## config.mk

```make
export PLATFORM = sky130hd
export DESIGN_NAME = rtype_instr_writer
export DESIGN_NICKNAME = d
export VERILOG_FILES = /design/src/rtl/rtype_instr_writer.sv
export SDC_FILE = /design/constraint.sdc
export NUM_CORES = 1
export LEC_CHECK = 0
export CORE_MARGIN = 2
export CORE_UTILIZATION = 50
export DETAILED_ROUTE_END_ITERATION = 8
export MAX_ROUTING_LAYER = met4
export PLACE_DENSITY_LB_ADDON = 0.15
export SYNTH_ARGS = -nofsm -noshare
export SYNTH_HDL_FRONTEND = slang
export SYNTH_SLANG_ARGS = --single-unit
```

## constraint.sdc

```tcl
create_clock -name clk -period 5.2 [get_ports clk]
set_input_delay 1.56 -clock clk [delete_from_list [all_inputs] [get_ports clk]]
set_output_delay 1.56 -clock clk [all_outputs]
set_load 0.01 [all_outputs]
```

## src/rtl/rtype_instr_writer.sv

```systemverilog
// Assembles MIPS R-type instruction words from ALU-control requests and writes
// them sequentially into instruction memory, stopping once DEPTH words are stored.
module rtype_instr_writer #(
    parameter int ADDR_W    = 6,
    parameter int DEPTH     = 64,
    parameter int BASE_ADDR = 0
) (
    input  logic              clk,
    input  logic              reset,
    input  logic              clear,
    input  logic              in_valid,
    output logic              in_ready,
    input  logic [3:0]        alu_cntl,
    input  logic [4:0]        rs,
    input  logic [4:0]        rt,
    input  logic [4:0]        rd,
    output logic              im_we,
    output logic [ADDR_W-1:0] im_addr,
    output logic [31:0]       im_wdata,
    output logic              full,
    output logic              err,
    output logic [ADDR_W:0]   wr_count,
    output logic [7:0]        err_count
);

    localparam logic [ADDR_W-1:0] BASE     = ADDR_W'(BASE_ADDR);
    localparam logic [ADDR_W:0]   DEPTH_M1 = (ADDR_W + 1)'(DEPTH - 1);

    typedef enum logic [1:0] {
        IDLE,
        ENC,
        WR,
        FULL
    } state_t;

    state_t            state;
    state_t            state_nx;

    logic [3:0]        cntl_q;
    logic [4:0]        rs_q;
    logic [4:0]        rt_q;
    logic [4:0]        rd_q;
    logic [ADDR_W-1:0] ptr;
    logic [5:0]        func;
    logic              legal;

    // Inverse of the R-type control decoder: ALU control code -> funct field.
    always_comb begin
        func  = '0;
        legal = 1'b1;
        case (cntl_q)
            4'b1010: func = 6'h20;
            4'b0010: func = 6'h21;
            4'b1110: func = 6'h22;
            4'b0110: func = 6'h23;
            4'b0000: func = 6'h24;
            4'b0001: func = 6'h25;
            4'b0011: func = 6'h26;
            4'b1100: func = 6'h27;
            4'b0101: func = 6'h2A;
            4'b1111: func = 6'h2B;
            default: legal = 1'b0;
        endcase
    end

    always_ff @(posedge clk or posedge reset) begin
        if (reset) begin
            state <= IDLE;
        end else begin
            state <= state_nx;
        end
    end

    // im_we is decoded from the state so that both clear and reset kill it
    // within the cycle they appear, without waiting for an edge.
    always_comb begin
        state_nx = state;
        in_ready = 1'b0;
        im_we    = 1'b0;
        full     = 1'b0;
        case (state)
            IDLE: begin
                in_ready = 1'b1;
                if (in_valid) begin
                    state_nx = ENC;
                end
            end
            ENC: begin
                state_nx = legal ? WR : IDLE;
            end
            WR: begin
                im_we    = 1'b1;
                state_nx = (wr_count == DEPTH_M1) ? FULL : IDLE;
            end
            FULL: begin
                full = 1'b1;
            end
            default: begin
                state_nx = IDLE;
            end
        endcase
        if (clear) begin
            state_nx = IDLE;
            im_we    = 1'b0;
        end
    end

    always_ff @(posedge clk or posedge reset) begin
        if (reset) begin
            cntl_q    <= '0;
            rs_q      <= '0;
            rt_q      <= '0;
            rd_q      <= '0;
            ptr       <= BASE;
            im_addr   <= BASE;
            im_wdata  <= '0;
            wr_count  <= '0;
            err_count <= '0;
            err       <= 1'b0;
        end else begin
            err <= 1'b0;
            if (clear) begin
                ptr       <= BASE;
                wr_count  <= '0;
                err_count <= '0;
            end else begin
                case (state)
                    IDLE: begin
                        if (in_valid) begin
                            cntl_q <= alu_cntl;
                            rs_q   <= rs;
                            rt_q   <= rt;
                            rd_q   <= rd;
                        end
                    end
                    ENC: begin
                        if (legal) begin
                            im_wdata <= {6'b000000, rs_q, rt_q, rd_q, 5'b00000, func};
                            im_addr  <= ptr;
                        end else begin
                            err <= 1'b1;
                            if (err_count != 8'hFF) begin
                                err_count <= err_count + 8'd1;
                            end
                        end
                    end
                    WR: begin
                        ptr      <= ptr + 1'b1;
                        wr_count <= wr_count + 1'b1;
                    end
                    default: begin
                    end
                endcase
            end
        end
    end

endmodule

```

==> results.toml <==
[outcome]
status = "finished clean"

[yosys]
ys_async_sr_fraction_pct = 100.0
synth_seq_cells = 69
synth.distinct_cells = 41
yosysSeqAreaShare_pct = 54.50
yosysWarnings = 0
synth_area_leaders = "dfrtp_1 55%, mux2_2 15%, buf_4 3.1%"
synthCells = 278
synth_top_area_share_pct = 54.50
syn_area_um2 = 3168
postSynthAreaPerCell_um2 = 11.40
yosysMostFrequentCell = "dfrtp_1"
synthTopCellsByCount = "69 x dfrtp_1, 41 x mux2_2, 25 x nor2_1"
ys.flop_type = "dfrtp_1"
synth_largest_area_cell = "dfrtp_1"
synth_edf_count = 0

[clock_network]
clockRootBuffer = "clkbuf_8"
clock_latency_ns = 0.34
numClockSinks = 69
clock_path_buffers = 2
cts_hold_buf = 0
h-tree-depth = 3
cts_tree = "done"
cts_resized = 0
cts_buffers = 9
post-cts-setup-buffer-count = 0
path_clk_slew_ns = 0.07

[power_and_ir_drop]
intPower_mw = 1.336
power_density_nw_per_um2 = 482.2
vdd_drop_max_mv = 0.3303
p_leak_nw = 1.745
pwr-share-seq_pct = 42.3
clockPowerShare_pct = 21.5
p_sw_mw = 0.6240
swShare_pct = 31.84
p_comb_share_pct = 36.2
power_mw = 1.960

[timing]
tightest_slew_ns = 0.9987
relSlewSlack_pct = 33.33
drv_slew = 0
rsz0062_at_grt = "no"
period_needed_ns = 4.274
finalSetupViolations = 0
timing.setup.tns_ns = 0
fmax_mhz = 234.0
layout_worst_path_cycle_share_pct = 82.19
skew_ns = 0.005742
hold_viol = 0

[global_routing]
grt_start_max_net_pins = 50
grt_pass1_vias = 2236
grt.total_usage_pct = 18.89
grt_pass1_wl_um = 10170
antenna_found_initial = 0
overflow = 0

[layout]
fin_util_pct = 65.12
diodes = 0
final_nets = 376
area_growth_pct = 28.28
drive_gt1_share_pct = 18.80
fillers = 525

[floorplan]
die_w_um = 83.60
start_util_pct = 50.76
dieArea_um2 = 6989
core-area_um2 = 6241
die_h_um = 83.60
ios = 80
rows = 29

[critical_path]
path_max_fanout = 2
crit_path_frequent_cell = "clkdlybuf4s50_1"
path_buf_inv = 2
crit_chain = "clkdlybuf4s50_1, nor2b_1, clkdlybuf4s50_1"
crit_path_end_kind = "output port"
crit_path_max_incr_delay_ns = 0.55
cp_data_arrival_time_ns = 2.71
ff2ff_path_depth = 5
timing_worst_setup_path_type = "primary input to output port"
critPathLaunchType = "primary input"
crit_slowest_cell = "clkdlybuf4s50_1"
path_depth = 3
rrSetupSlack_ns = 3.14
cp_top_family = "buffers and inverters"
required_ns = 3.64

[flow_run]
max_cap_violations = 0

[placement]
place_hpwl_um = 4138
portBuffers = 67
gp_congestion = 0.7736

[detailed_routing]
drt_first_pass_iters = 4
drt_iter0_markers = 96
wl_um = 6039
drcViolationCount = 0
wire_per_inst_um = 14.11
viasPerCell = 5.217
vias = 2233
postRouteAntennaNets = 0

[hold_path]
holdPathStages = 1
min_path_type = "flip-flop to flip-flop"
per-layer routing:
layer / vias to the layer above / share of wire [%] / global-route usage [%]
met3: 7 / 5.6 / 6.825
met2: 55 / 49 / 29.45
met4: 0 / 1.1 / 4.839
met5: - / 0 / -
met1: 1108 / 44 / 23.65
li1: 1063 / - / -
power by group through the flow:
stage | clock, mW | sequential [mW] | combinational, mW
floorplan | 0 | 0.822 | 0.448
global placement | 0 | 0.831 | 0.700
detailed placement | 0 | 0.838 | 0.717
CTS | 0.435 | 0.829 | 0.720
global route | 0.459 | 0.853 | 0.779
finish | 0.421 | 0.829 | 0.710
flip-flops by register name, indices dropped and copies added (netlist names), 5 cells and up:
signal     flops
im_wdata      20
err_count      8
wr_count       7
im_addr        6
ptr            6
rd_q           5
rs_q           5
rt_q           5
layout make-up:
cell class                 count  area, um^2  share of cell area [%]
tap                           77       96.34                   2.371
clock inverter                 6       63.81                   1.570
inverter                       7       26.28                  0.6466
clock buffer                  10       127.6                   3.140
timing repair buffer          71       700.7                   17.24
sequential                    69        1727                   42.49
multi-input combinational    188        1323                   32.54
per-stage QoR:
stage / cells / setup WS [ns] / hold WS [ns] / instance area (um^2)
after floorplan: 289 / 1.702 / 0.4750 / 3209
after CTS: 428 / 0.9037 / 0.4734 / 4064
final: 428 / 0.9259 / 0.4725 / 4064
after detailed placement: 412 / 0.9125 / 0.4522 / 3872
after global routing: 428 / 0.8612 / 0.4864 / 4064
after global placement: 412 / 0.9234 / 0.4498 / 3872
worst register-to-register path: cells and delay by family (launching register included):
kind	cells	cell delay [ns]
multiplexers	1	0.38
AO/OA/AOI/OAI	1	0.09
flip-flops	1	0.53
AND/OR/NAND/NOR	3	0.94
cells in the final DEF (no fill, tap or decap), drive strengths merged, types with 2 or more instances in the layout:
cell type / count
clkinv: 4
mux2i: 3
clkdlybuf4s50: 67
nor3: 3
or3: 3
xnor2: 3
clkbuf: 10
nor2: 25
nand2: 22
mux2: 41
xor2: 6
nor2b: 2
dfrtp: 69
nand2b: 4
a31o: 2
and2: 3
nand4: 6
nand3: 7
a21oi: 13
conb: 12
o21ai: 11
buf: 4
inv: 6
clkinvlp: 2
ha: 7
cell families after synthesis:
logic type | count (synthesis) | share of synthesized area (%)
other | 1 | 0.1184
multiplexers | 44 | 15.52
adder cells (fa/ha/maj) | 7 | 2.764
flip-flops | 69 | 54.50
AND/OR/NAND/NOR | 80 | 12.01
AO/OA/AOI/OAI | 36 | 6.991
XOR/XNOR | 9 | 2.488
buffers and inverters | 32 | 5.608
final timing paths:
check,startpoint,end
min in group asynchronous,reset,im_wdata[22]
max reg2reg,cntl_q[1],err_count[5]
min reg2reg,im_wdata[5],im_wdata[5]
min,im_wdata[5],im_wdata[5]
max in group asynchronous,reset,im_wdata[5]
max,clear,im_we
No activity file was read; power rests on OpenSTA's default activity.
